**config.mk**
```make
export PLATFORM = sky130hd
export DESIGN_NAME = serial_alu_seq_flat
export DESIGN_NICKNAME = d
export VERILOG_FILES = /design/src/rtl/serial_alu_seq_if.sv /design/src/rtl/serial_alu_seq.sv /design/src/flat_wrapper.sv
export SDC_FILE = /design/constraint.sdc
export NUM_CORES = 1
export LEC_CHECK = 0
export CAP_MARGIN = 25
export CORE_UTILIZATION = 33
export CTS_CLUSTER_DIAMETER = 80
export DETAILED_ROUTE_END_ITERATION = 10
export DONT_BUFFER_PORTS = 1
export PLACE_DENSITY_LB_ADDON = 0.1
export SLEW_MARGIN = 20
export SYNTH_ARGS = -nofsm -noshare
export SYNTH_HDL_FRONTEND = slang
export SYNTH_SLANG_ARGS = --single-unit
```
**constraint.sdc**
```tcl
create_clock -name clk -period 2.5 [get_ports clk]
set_clock_uncertainty 0.1 [all_clocks]
set_input_delay 0.625 -clock clk [delete_from_list [all_inputs] [get_ports clk]]
set_output_delay 0.625 -clock clk [all_outputs]
set_load 0.05 [all_outputs]
```
**src/rtl/serial_alu_seq_if.sv**
```systemverilog
`default_nettype none
// ============================================================================
// Module      : serial_alu_seq_if
// Description : Bundle between the issue logic, the bit-serial sequencer and
//               the external 1-bit ALU slice.
//               Issue side : start, a, b, ctl  ->  busy, done, result, zero, cout
//               Slice side : slice_a/b/cin/inv/ctl  ->  slice_out, slice_cout
//               slave  : the sequencer (serial_alu_seq)
//               master : the issue logic together with the slice
// Revision    : 1.0  initial release
// ============================================================================
interface serial_alu_seq_if #(
   parameter int WIDTH = 32
);
   logic             start;
   logic [WIDTH-1:0] a;
   logic [WIDTH-1:0] b;
   logic [2:0]       ctl;
   logic             busy;
   logic             done;
   logic [WIDTH-1:0] result;
   logic             zero;
   logic             cout;
   logic             slice_a;
   logic             slice_b;
   logic             slice_cin;
   logic             slice_inv;
   logic [2:0]       slice_ctl;
   logic             slice_out;
   logic             slice_cout;

   modport slave (
      input  start, a, b, ctl, slice_out, slice_cout,
      output busy, done, result, zero, cout,
             slice_a, slice_b, slice_cin, slice_inv, slice_ctl
   );

   modport master (
      output start, a, b, ctl, slice_out, slice_cout,
      input  busy, done, result, zero, cout,
             slice_a, slice_b, slice_cin, slice_inv, slice_ctl
   );
endinterface
`default_nettype wire

```
**src/rtl/serial_alu_seq.sv**
```systemverilog
`default_nettype none
// ============================================================================
// Module      : serial_alu_seq
// Description : Bit-serial sequencer computing one WIDTH-bit ALU operation
//               through a single external 1-bit ALU slice, LSB first.
//               The slice carry is fed back as the next carry-in; the final
//               result, zero flag and carry are registered at the MSB edge.
// Ports       : clk    - clock, rising edge
//               rst_n  - asynchronous active-low reset
//               bus    - serial_alu_seq_if.slave (issue + slice signals)
// Revision    : 1.0  initial release
// ============================================================================
module serial_alu_seq #(
   parameter int WIDTH = 32
) (
   input  logic                  clk,
   input  logic                  rst_n,
   serial_alu_seq_if.slave       bus
);

   localparam int            CW     = (WIDTH > 2) ? $clog2(WIDTH) : 1;
   localparam logic [CW-1:0] c_last = CW'(WIDTH - 1);
   localparam logic [CW-1:0] c_one  = CW'(1);

   typedef enum logic [1:0] {
      S_IDLE = 2'd0,
      S_RUN  = 2'd1,
      S_DONE = 2'd2
   } state_t;

   state_t           r_state;
   logic [CW-1:0]    r_cnt;
   logic [WIDTH-1:0] r_a;
   logic [WIDTH-1:0] r_b;
   logic [2:0]       r_ctl;
   logic             r_carry;
   logic [WIDTH-1:0] r_acc;
   logic [WIDTH-1:0] r_result;
   logic             r_zero;
   logic             r_cout;
   logic             r_done;
   logic             r_busy;

   logic             w_inv_in;
   logic             w_inv;
   logic             w_sign;
   logic             w_ovf;
   logic [WIDTH-1:0] w_acc_next;
   logic [WIDTH-1:0] w_final;

   // Subtract and set-less-than both run the slice as a + ~b + 1.
   assign w_inv_in = (bus.ctl == 3'b110) || (bus.ctl == 3'b111);
   assign w_inv    = (r_ctl   == 3'b110) || (r_ctl   == 3'b111);

   // Only meaningful on the MSB cycle: overflow is carry-in xor carry-out
   // of the sign bit, and the signed less-than is sign xor overflow.
   assign w_sign = bus.slice_out;
   assign w_ovf  = r_carry ^ bus.slice_cout;

   // Bits are gathered in r_acc so the visible result only changes once,
   // at the final RUN edge.
   always_comb begin
      w_acc_next        = r_acc;
      w_acc_next[r_cnt] = bus.slice_out;
   end

   always_comb begin
      w_final = w_acc_next;
      if (r_ctl == 3'b111) begin
         w_final    = '0;
         w_final[0] = w_sign ^ w_ovf;
      end
   end

   always_ff @(posedge clk or negedge rst_n) begin
      if (!rst_n) begin
         r_state  <= S_IDLE;
         r_cnt    <= '0;
         r_a      <= '0;
         r_b      <= '0;
         r_ctl    <= 3'b000;
         r_carry  <= 1'b0;
         r_acc    <= '0;
         r_result <= '0;
         r_zero   <= 1'b0;
         r_cout   <= 1'b0;
         r_done   <= 1'b0;
         r_busy   <= 1'b0;
      end else begin
         case (r_state)
            S_IDLE: begin
               if (bus.start) begin
                  r_a     <= bus.a;
                  r_b     <= bus.b;
                  r_ctl   <= bus.ctl;
                  r_carry <= w_inv_in;
                  r_cnt   <= '0;
                  r_busy  <= 1'b1;
                  r_state <= S_RUN;
               end
            end
            S_RUN: begin
               r_acc   <= w_acc_next;
               r_carry <= bus.slice_cout;
               if (r_cnt == c_last) begin
                  r_cnt    <= '0;
                  r_result <= w_final;
                  r_zero   <= (w_final == '0);
                  r_cout   <= bus.slice_cout;
                  r_done   <= 1'b1;
                  r_state  <= S_DONE;
               end else begin
                  r_cnt <= r_cnt + c_one;
               end
            end
            S_DONE: begin
               r_done  <= 1'b0;
               r_busy  <= 1'b0;
               r_state <= S_IDLE;
            end
            default: begin
               r_done  <= 1'b0;
               r_busy  <= 1'b0;
               r_state <= S_IDLE;
            end
         endcase
      end
   end

   assign bus.busy      = r_busy;
   assign bus.done      = r_done;
   assign bus.result    = r_result;
   assign bus.zero      = r_zero;
   assign bus.cout      = r_cout;
   assign bus.slice_a   = r_a[r_cnt];
   assign bus.slice_b   = r_b[r_cnt];
   assign bus.slice_cin = r_carry;
   assign bus.slice_inv = w_inv;
   assign bus.slice_ctl = r_ctl;

endmodule
`default_nettype wire
```
**src/flat_wrapper.sv**
```systemverilog
// flat-port wrapper written by rule: the top's interface ports become plain ports
module serial_alu_seq_flat 
#(
   parameter int WIDTH = 32
)
  (clk, rst_n, bus_start, bus_a, bus_b, bus_ctl, bus_slice_out, bus_slice_cout, bus_busy, bus_done, bus_result, bus_zero, bus_cout, bus_slice_a, bus_slice_b, bus_slice_cin, bus_slice_inv, bus_slice_ctl);
  serial_alu_seq_if #(.WIDTH(WIDTH)) bus_i ();
  input  logic clk;
  input  logic rst_n;
  input wire logic [$bits(bus_i.start)-1:0] bus_start;
  input wire logic [$bits(bus_i.a)-1:0] bus_a;
  input wire logic [$bits(bus_i.b)-1:0] bus_b;
  input wire logic [$bits(bus_i.ctl)-1:0] bus_ctl;
  input wire logic [$bits(bus_i.slice_out)-1:0] bus_slice_out;
  input wire logic [$bits(bus_i.slice_cout)-1:0] bus_slice_cout;
  output wire logic [$bits(bus_i.busy)-1:0] bus_busy;
  output wire logic [$bits(bus_i.done)-1:0] bus_done;
  output wire logic [$bits(bus_i.result)-1:0] bus_result;
  output wire logic [$bits(bus_i.zero)-1:0] bus_zero;
  output wire logic [$bits(bus_i.cout)-1:0] bus_cout;
  output wire logic [$bits(bus_i.slice_a)-1:0] bus_slice_a;
  output wire logic [$bits(bus_i.slice_b)-1:0] bus_slice_b;
  output wire logic [$bits(bus_i.slice_cin)-1:0] bus_slice_cin;
  output wire logic [$bits(bus_i.slice_inv)-1:0] bus_slice_inv;
  output wire logic [$bits(bus_i.slice_ctl)-1:0] bus_slice_ctl;
  assign bus_i.start = bus_start;
  assign bus_i.a = bus_a;
  assign bus_i.b = bus_b;
  assign bus_i.ctl = bus_ctl;
  assign bus_i.slice_out = bus_slice_out;
  assign bus_i.slice_cout = bus_slice_cout;
  assign bus_busy = bus_i.busy;
  assign bus_done = bus_i.done;
  assign bus_result = bus_i.result;
  assign bus_zero = bus_i.zero;
  assign bus_cout = bus_i.cout;
  assign bus_slice_a = bus_i.slice_a;
  assign bus_slice_b = bus_i.slice_b;
  assign bus_slice_cin = bus_i.slice_cin;
  assign bus_slice_inv = bus_i.slice_inv;
  assign bus_slice_ctl = bus_i.slice_ctl;
  serial_alu_seq #(.WIDTH(WIDTH)) u_core (.clk(clk), .rst_n(rst_n), .bus(bus_i));
endmodule
```
==> impl_metrics.env, run 1 <==
export IMPL_final_nets=686
export IMPL_rrSetupSlack_ns=-0.32
export IMPL_rsz0062_at_grt="yes"
export IMPL_peakVddDrop_v=0.000573
export IMPL_power_density_mw_per_mm2=1350
export IMPL_critPathKind="flop to output port"
export IMPL_holdCritPathClass="input pin to asynchronous set/reset pin"
export IMPL_fin_tns_setup_ns=-2.46
export IMPL_synthTopCellsByArea="dfrtp_1 (54%), mux2_2 (12%), mux4_1 (5.5%)"
export IMPL_drc=0
export IMPL_fmax_mhz=327
export IMPL_hold_viol_final=143
export IMPL_routed_wl_um=17600
export IMPL_cts_root_buf="clkbuf_16"
export IMPL_cts_tree="yes"
export IMPL_maxCapViolCount=0
export IMPL_worstRegToRegCells=13
export IMPL_overflow=0
export IMPL_layout_common_cells="dfrtp_1 (142), mux2_2 (69), buf_4 (60), nand2_1 (37), nor2_1 (34)"
export IMPL_routed_via_count=4527
export IMPL_worst_path_max_fanout=7
export IMPL_drt_initial_drc_count=199
export IMPL_syn_to_final_growth_pct=32.4
export IMPL_antenna_found_initial=1
export IMPL_antenna_cells=0
export IMPL_yosysTopAreaCellShare_pct=53.6
export IMPL_worstReg2RegStart="u_core.r_cnt[0]$_DFFE_PN0P_"
export IMPL_cp_start_kind="flop"
export IMPL_die_w_um=144
export IMPL_place_inst=822
export IMPL_r2r_end="u_core.bus.zero$_DFFE_PN0P_"
export IMPL_clkLatencyLatePin_ns=0.42
export IMPL_stdcell_count=887
export IMPL_cts_htree_levels=4
export IMPL_final_common_cell="dfrtp_1"
export IMPL_layout_drive_gt1_share_pct=46.1
export IMPL_dieHeight_um=144
export IMPL_final_setup_worst_slack_ns=-0.557
export IMPL_period_minus_slack_ns=3.06
export IMPL_port_buffers=0
export IMPL_core_area_mm2=0.0197
export IMPL_violations="hold timing, setup timing"
export IMPL_arrival_ns=2.33
export IMPL_tightest_slew_ns=0.680
export IMPL_initial_utilization_pct=34.0
export IMPL_finalMaxSlewViolations=0
export IMPL_clk_pin_slew_ns=0.06
export IMPL_grt_pass1_vias=4730
export IMPL_grt_pass1_wl_um=26400
export IMPL_outcome="finished with violations"
export IMPL_p_leak_uw=0.00367
export IMPL_numCtsBuffers=17
export IMPL_gr_usage_all_layers_pct=17.1
export IMPL_rows=51
export IMPL_syn_cell_area_mm2=0.00668
export IMPL_viasPerCell=5.10
export IMPL_gp_congestion=0.724
export IMPL_synth_cells=537
export IMPL_finalCritPeriodShare_pct=122
export IMPL_setup_viol=30
export IMPL_fin_hold_ws_ns=-0.204
export IMPL_synth_cell_type_count=38
export IMPL_ant_nets=0
export IMPL_fillCellCount=1870
export IMPL_synth_area_per_cell_um2=12.4
export IMPL_dieArea_mm2=0.0208
export IMPL_slew_limit_headroom_pct=54.2
export IMPL_required_ns=1.77
export IMPL_synthesis_nets=614
export IMPL_io_pin_count=115
export IMPL_cts_sinks=143
export IMPL_routedWlPerCell_um=19.9
export IMPL_synth_seq_cells=143
export IMPL_grt_max_degree=144
export IMPL_yosys_area_top_type="dfrtp_1"
export IMPL_yosysSeqAreaShare_pct=53.6
export IMPL_critPathCaptureType="output port"
export IMPL_clk_path_buf_depth=2
export IMPL_firstDrtPassIters=4
export IMPL_hpwl_um=10700
export IMPL_yosysWarnings=0
## logic make-up after synthesis
logic type | count (synthesis) | share of synthesized area [%]
XOR/XNOR | 2 | 0.262
AND/OR/NAND/NOR | 137 | 11.1
buffers and inverters | 49 | 3.95
AO/OA/AOI/OAI | 79 | 6.37
multiplexers | 122 | 23.8
flip-flops | 143 | 53.6
adder cells (fa/ha/maj) | 5 | 0.937
## metrics by stage
step	util (%)	total power, µW	setup slack [ns]	area, µm²
after global placement	37.7	8780	-0.258	7400
after CTS	42.3	11700	-0.607	8310
after global routing	45.0	12700	-0.632	8840
final	45.0	12000	-0.557	8840
after detailed placement	37.7	8870	-0.257	7400
after floorplan	-	7450	-0.0536	6710
## state kept, by name, summed over array words and instances (netlist names)
name / cells
u_core.bus.result: 32
u_core.r_a: 32
u_core.r_b: 32
u_core.bus.cout: 1
u_core.r_acc: 32
u_core.bus.slice_cin: 1
u_core.r_cnt: 5
u_core.bus.done: 1
u_core.bus.zero: 1
u_core.bus.slice_ctl: 3
u_core.r_state: 2
u_core.bus.busy: 1
## area by class of cell
cell class                      count  area (µm²)  share of cell area (%)
Tap cell                          265         332                    3.75
Multi-Input combinational cell    345        3280                    37.1
Clock buffer                       20         447                    5.05
Timing Repair Buffer               94        1050                    11.9
Inverter                            8        41.3                   0.467
Clock inverter                     12         110                    1.25
Sequential cell                   143        3580                    40.5
## worst max path at each step
stage	start	endpoint	slack, ns	cells after the start
6_report	u_core.r_cnt[0]$_DFFE_PN0P_	bus_slice_b	-0.56	6
5_1_grt	u_core.r_cnt[0]$_DFFE_PN0P_	bus_slice_b	-0.63	6
4_1_cts	u_core.r_cnt[0]$_DFFE_PN0P_	bus_slice_a	-0.61	5
3_5_place_dp	u_core.r_cnt[0]$_DFFE_PN0P_	u_core.bus.zero$_DFFE_PN0P_	-0.26	11
3_3_place_gp	u_core.r_cnt[0]$_DFFE_PN0P_	u_core.bus.zero$_DFFE_PN0P_	-0.26	11
2_1_floorplan	u_core.r_cnt[0]$_DFFE_PN0P_	bus_slice_a	-0.05	5
## worst max-delay path, stage by stage (launching register included)
cell and delay, ns:
dfrtp_2 0.41, buf_12 0.15, buf_12 0.11, mux4_2 0.49, mux2_4 0.29, a22oi_2 0.19
o221ai_4 0.26
## report_power, final
part | total, µW | switching [µW] | internal, µW
combinational | 4840 | 2150 | 2690
clock | 2400 | 1000 | 1400
sequential | 4710 | 1400 | 3310
total | 12000 | 4550 | 7400
## Yosys cell counts (all sizes together)
master  number
a211oi       1
a21o         3
a21oi       35
a22o         2
a22oi        2
and2         1
and3         1
buf         26
clkbuf      15
dfrtp      143
ha           5
inv          8
mux2        71
mux2i       33
mux4        18
nand2       47
nand3        2
nand4       11
nand4b      12
nor2        35
nor2b        3
nor3         5
nor3b        1
nor4         1
nor4b        4
nor4bb      12
o21ai       34
o221ai       2
or2          1
or3          1
xnor2        2
## timing repair
item / 4_1_cts / 5_1_grt
gates cloned: 2 / 6
setup buffers: 17 / 20
gates resized for setup: 28 / 119
hold endpoints to repair: 143 / 143
pin swaps: 4 / 20
endpoints found under the setup margin: 13 / 38
## layer usage
metal / up-vias / track usage, % / wire, µm
met1: 2311 / 20.6 / 7380
li1: 2108 / - / -
met2: 95 / 28.5 / 9060
met4: 2 / 6.26 / 125
met5: - / 0 / 13
met3: 11 / 5.79 / 1070
(Power assumes the default switching activity.)
==> run 2: changes to the inputs <==
--- a/config.mk
+++ b/config.mk
@@ -11,6 +11,7 @@
 export DETAILED_ROUTE_END_ITERATION = 10
 export DONT_BUFFER_PORTS = 1
 export PLACE_DENSITY_LB_ADDON = 0.1
+export RECOVER_POWER = 50
 export SLEW_MARGIN = 20
 export SYNTH_ARGS = -nofsm -noshare
 export SYNTH_HDL_FRONTEND = slang
==> impl_metrics.env, run 2 (synthesized netlist as in run 1, its figures left out) <==
export IMPL_outcome="finished with violations"
export IMPL_violations="hold timing, setup timing"
export IMPL_fmax_mhz=327
export IMPL_critPathCaptureType="output port"
export IMPL_clk_pin_slew_ns=0.06
export IMPL_finalMaxSlewViolations=0
export IMPL_viasPerCell=5.11
export IMPL_peakVddDrop_v=0.000573
export IMPL_dieHeight_um=144
export IMPL_clkLatencyLatePin_ns=0.42
export IMPL_dieArea_mm2=0.0208
export IMPL_rows=51
export IMPL_maxCapViolCount=0
export IMPL_layout_drive_gt1_share_pct=46.1
export IMPL_drc=0
export IMPL_gr_usage_all_layers_pct=17.1
export IMPL_routedWlPerCell_um=19.9
export IMPL_grt_max_degree=144
export IMPL_setup_viol=31
export IMPL_p_comb_share_pct=40.5
export IMPL_critPathKind="flop to output port"
export IMPL_power_switching_share_pct=38.1
export IMPL_final_nets=686
export IMPL_numCtsBuffers=17
export IMPL_antenna_cells=0
export IMPL_cp_start_kind="flop"
export IMPL_final_setup_worst_slack_ns=-0.557
export IMPL_fin_tns_setup_ns=-2.54
export IMPL_r2r_end="u_core.bus.zero$_DFFE_PN0P_"
export IMPL_grt_pass1_wl_um=26400
export IMPL_critPathLaunch="u_core.r_cnt[0]$_DFFE_PN0P_"
export IMPL_arrival_ns=2.33
export IMPL_rsz0062_at_grt="yes"
export IMPL_hpwl_um=10700
export IMPL_ant_nets=0
export IMPL_routed_via_count=4536
export IMPL_cp_endpoint="bus_slice_b"
export IMPL_stdcell_area_mm2=0.00882
export IMPL_syn_to_final_growth_pct=32.2
export IMPL_slew_limit_headroom_pct=14.6
export IMPL_hold_viol_final=143
export IMPL_clk_path_buf_depth=2
export IMPL_final_common_cell="dfrtp_1"
export IMPL_finalCritPeriodShare_pct=122
export IMPL_core_area_mm2=0.0197
export IMPL_power_uw=12000
export IMPL_antenna_found_initial=1
export IMPL_layout_common_cells="dfrtp_1 (142), mux2_2 (69), buf_4 (60), nand2_1 (37), nor2_1 (34)"
export IMPL_routed_wl_um=17700
export IMPL_required_ns=1.77
export IMPL_io_pin_count=115
export IMPL_placed_cell_area_mm2=0.00740
export IMPL_p_leak_uw=0.00366
export IMPL_drt_initial_drc_count=199
export IMPL_holdCritPathClass="input pin to asynchronous set/reset pin"
export IMPL_rrSetupSlack_ns=-0.32
export IMPL_cts_root_buf="clkbuf_16"
export IMPL_worst_path_max_fanout=7
export IMPL_cts_htree_levels=4
export IMPL_tightest_slew_ns=1.28
export IMPL_p_int_uw=7400
export IMPL_overflow=0
export IMPL_p_sw_uw=4550
export IMPL_worstRegToRegCells=13
export IMPL_cts_sinks=143
export IMPL_firstDrtPassIters=4
export IMPL_clkPwrFrac_pct=20.1
export IMPL_initial_utilization_pct=34.0
export IMPL_grt_pass1_vias=4730
export IMPL_die_w_um=144
export IMPL_power_frac_seq_pct=39.4
export IMPL_port_buffers=0
export IMPL_worstReg2RegStart="u_core.r_cnt[0]$_DFFE_PN0P_"
export IMPL_power_density_mw_per_mm2=1350
export IMPL_gp_congestion=0.724
export IMPL_period_minus_slack_ns=3.06
export IMPL_cts_tree="yes"
export IMPL_fin_hold_ws_ns=-0.204
## run 2: cell count changes in the layout (fill, tap and decap cells not counted)
cell      before  now
buf_12        13   12
clkbuf_2       0    1
## run 2: through the flow
step                      std cells  util [%]  setup slack, ns
after detailed placement        822      37.7           -0.257
after floorplan                 537         -          -0.0536
after CTS                       873      42.3           -0.607
after global placement          822      37.7           -0.258
after global routing            887      44.9           -0.632
final                           887      44.9           -0.557
## run 2: final cells by class
type                    instances  area [µm²]
well taps                     265         332
multi-input cells             345        3280
fillers                      1872       10800
clock inverters                12         110
flip-flops and latches        143        3580
repair buffers                 94        1030
inverters                       8        41.3
clock buffers                  20         447
## run 2: worst min-delay path by stage
stage / to / slack, ns / cells past startpoint
2_1_floorplan: u_core.bus.busy$_DFFE_PN0P_ / 0.23 / 0
4_1_cts: u_core.bus.result[17]$_DFFE_PN0P_ / -0.22 / 0
3_3_place_gp: u_core.bus.result[17]$_DFFE_PN0P_ / 0.24 / 0
3_5_place_dp: u_core.bus.result[17]$_DFFE_PN0P_ / 0.23 / 0
6_report: u_core.bus.result[17]$_DFFE_PN0P_ / -0.20 / 0
5_1_grt: u_core.bus.result[17]$_DFFE_PN0P_ / -0.23 / 0
## run 2: power groups by stage
stage / clock network, µW / logic [µW] / registers, µW
6_report: 2400 / 4840 / 4710
5_1_grt: 2590 / 5250 / 4860
4_1_cts: 2480 / 4520 / 4700
3_5_place_dp: 0 / 4130 / 4740
3_3_place_gp: 0 / 4060 / 4720
2_1_floorplan: 0 / 2960 / 4490
## run 2: per-layer routing
layer | vias up | track usage (%) | wire, µm
met5 | - | 0 | 13
met4 | 2 | 6.26 | 125
met3 | 11 | 5.79 | 1070
met2 | 97 | 28.5 | 9100
met1 | 2319 | 20.6 | 7350
li1 | 2107 | - | -
## run 2: what timing repair did
| item | in CTS | in global routing |
|---|---|---|
| pin swaps | 4 | 20 |
| endpoints found under the setup margin | 13 | 38 |
| resized for setup | 28 | 119 |
| buffers inserted | 17 | 20 |
| endpoints found under the hold margin | 143 | 143 |
| gates cloned | 2 | 6 |
## run 2: worst max-delay path, cell delays in order (launching register included)
cell      delay (ns)
dfrtp_2         0.41
buf_12          0.15
buf_12          0.11
mux4_2          0.49
mux2_4          0.29
a22oi_2         0.19
o221ai_4        0.26
==> run 3: changes to the inputs <==
--- a/config.mk
+++ b/config.mk
@@ -6,6 +6,7 @@
 export NUM_CORES = 1
 export LEC_CHECK = 0
 export CAP_MARGIN = 25
+export CORE_MARGIN = 2
 export CORE_UTILIZATION = 33
 export CTS_CLUSTER_DIAMETER = 80
 export DETAILED_ROUTE_END_ITERATION = 10
==> impl_metrics.env, run 3 (synthesized netlist as in run 1, its figures left out) <==
export IMPL_cpPeakStageDelay_ns=0.53
export IMPL_cts_tree="yes"
export IMPL_drt_initial_drc_count=179
export IMPL_holdCritPathClass="input pin to asynchronous set/reset pin"
export IMPL_period_minus_slack_ns=3.02
export IMPL_routed_via_count=4440
export IMPL_rows=52
export IMPL_ant_nets=0
export IMPL_dieArea_mm2=0.0214
export IMPL_fin_tns_setup_ns=-1.03
export IMPL_critPathCaptureType="output port"
export IMPL_finalMaxSlewViolations=0
export IMPL_layout_drive_gt1_share_pct=37.3
export IMPL_tightest_slew_ns=0.878
export IMPL_setup_viol=2
export IMPL_final_setup_worst_slack_ns=-0.523
export IMPL_rsz0062_at_grt="yes"
export IMPL_path_common_cell="mux4_2"
export IMPL_path_buf_inv=1
export IMPL_viasPerCell=5.09
export IMPL_cts_sinks=143
export IMPL_final_common_cell="dfrtp_1"
export IMPL_worst_path_max_fanout=7
export IMPL_cp_slowest_cell="mux4_2"
export IMPL_power_density_mw_per_mm2=1420
export IMPL_place_ws_ns=-0.139
export IMPL_clk_pin_slew_ns=0.06
export IMPL_routed_wl_um=16800
export IMPL_hold_viol_final=143
export IMPL_grt_pass1_vias=4739
export IMPL_path_cells="buf_12 -> mux4_2 -> mux4_2 -> nand2_2 -> o221ai_4"
export IMPL_firstDrtPassIters=4
export IMPL_finalCritPeriodShare_pct=121
export IMPL_hpwl_um=10800
export IMPL_cp_start_kind="flop"
export IMPL_port_buffers=0
export IMPL_grt_pass1_wl_um=26400
export IMPL_gp_congestion=0.721
export IMPL_clk_path_buf_depth=2
export IMPL_die_w_um=146
export IMPL_stdcell_count=873
export IMPL_cts_htree_levels=4
export IMPL_fin_hold_ws_ns=-0.199
export IMPL_core_area_mm2=0.0200
export IMPL_cts_root_buf="clkbuf_16"
export IMPL_antenna_cells=0
export IMPL_slew_limit_headroom_pct=41.5
export IMPL_initial_utilization_pct=33.3
export IMPL_antenna_found_initial=0
export IMPL_peakVddDrop_v=0.000625
export IMPL_violations="hold timing, setup timing"
export IMPL_drc=0
export IMPL_grt_max_degree=144
export IMPL_cpLargestDelayFamily="multiplexers"
export IMPL_fmax_mhz=331
export IMPL_syn_to_final_growth_pct=25.2
export IMPL_required_ns=1.77
export IMPL_critPathKind="flop to output port"
export IMPL_dieHeight_um=146
export IMPL_numCtsBuffers=17
export IMPL_p_leak_uw=0.00350
export IMPL_final_nets=668
export IMPL_layout_common_cells="dfrtp_1 (142), mux2_2 (69), buf_4 (58), nand2_1 (43), nor2_1 (35)"
export IMPL_arrival_ns=2.30
export IMPL_clkLatencyLatePin_ns=0.42
export IMPL_routedWlPerCell_um=19.3
export IMPL_place_inst=823
export IMPL_overflow=0
export IMPL_io_pin_count=115
export IMPL_maxCapViolCount=0
export IMPL_outcome="finished with violations"
export IMPL_gr_usage_all_layers_pct=16.0
-- run 3: worst register-to-register path, delay by kind of cell, from the launching register on --
kind / cells / cell delay, ns
adders and majority gates: 1 / 0.13
DFF: 1 / 0.41
and+or+nand+nor: 4 / 0.83
buffers and inverters: 4 / 0.53
AOI/OAI and AO/OA: 1 / 0.11
muxes: 1 / 0.28
-- run 3: metrics by stage --
stage	hold slack, ns	area (µm²)	total power (µW)	util [%]
floorplan	0.229	6710	7450	-
global placement	0.239	7340	8690	36.6
detailed placement	0.238	7340	8780	36.6
CTS	-0.217	8160	11800	40.7
global route	-0.233	8360	12600	41.7
finish	-0.199	8360	11900	41.7
-- run 3: worst paths after layout --
kind	from	to	slack, ns	depth (start not counted)
worst min register to register	u_core.r_b[3]$_DFFE_PN0P_	u_core.r_b[3]$_DFFE_PN0P_	0.40	1
max in group asynchronous	rst_n	u_core.r_acc[0]$_DFFE_PN0P_	2.23	0
worst min-delay path	rst_n	u_core.bus.result[4]$_DFFE_PN0P_	-0.20	0
min in group clk	bus_slice_cout	u_core.bus.cout$_DFFE_PN0P_	0.22	2
worst max register to register	u_core.r_cnt[0]$_DFFE_PN0P_	u_core.bus.zero$_DFFE_PN0P_	0.02	11
worst max-delay path	u_core.r_cnt[0]$_DFFE_PN0P_	bus_slice_b	-0.52	5
-- run 3: area by class of cell --
cell class	count	area, µm²
fillers	1941	11700
flip-flops and latches	143	3580
multi-input cells	345	3070
repair buffers	76	733
clock buffers	19	443
well taps	270	338
clock inverters	12	161
inverters	8	35.0
-- run 3: where the power goes --
group	internal, µW	total [µW]	switching (µW)	leakage, µW
clock	1600	2620	1020	0.000298
sequential	3310	4730	1420	0.00155
combinational	2550	4530	1980	0.00165
total	7460	11900	4430	0.00350
-- run 3: routing by layer --
layer  share of wire, %  GRT usage [%]  up-vias
li1                   -              -     2053
met4                1.1           4.32        0
met2                 52           27.8      102
met5                  0              0        -
met3                5.9           6.47       13
met1                 41           18.4     2272
-- run 3: timing repair --
item,in CTS,in global routing
hold endpoints to repair,143,143
gates resized for setup,31,23
cloned,1,2
buffers inserted,9,9
pin swaps,11,9
endpoints found under the setup margin,3,30
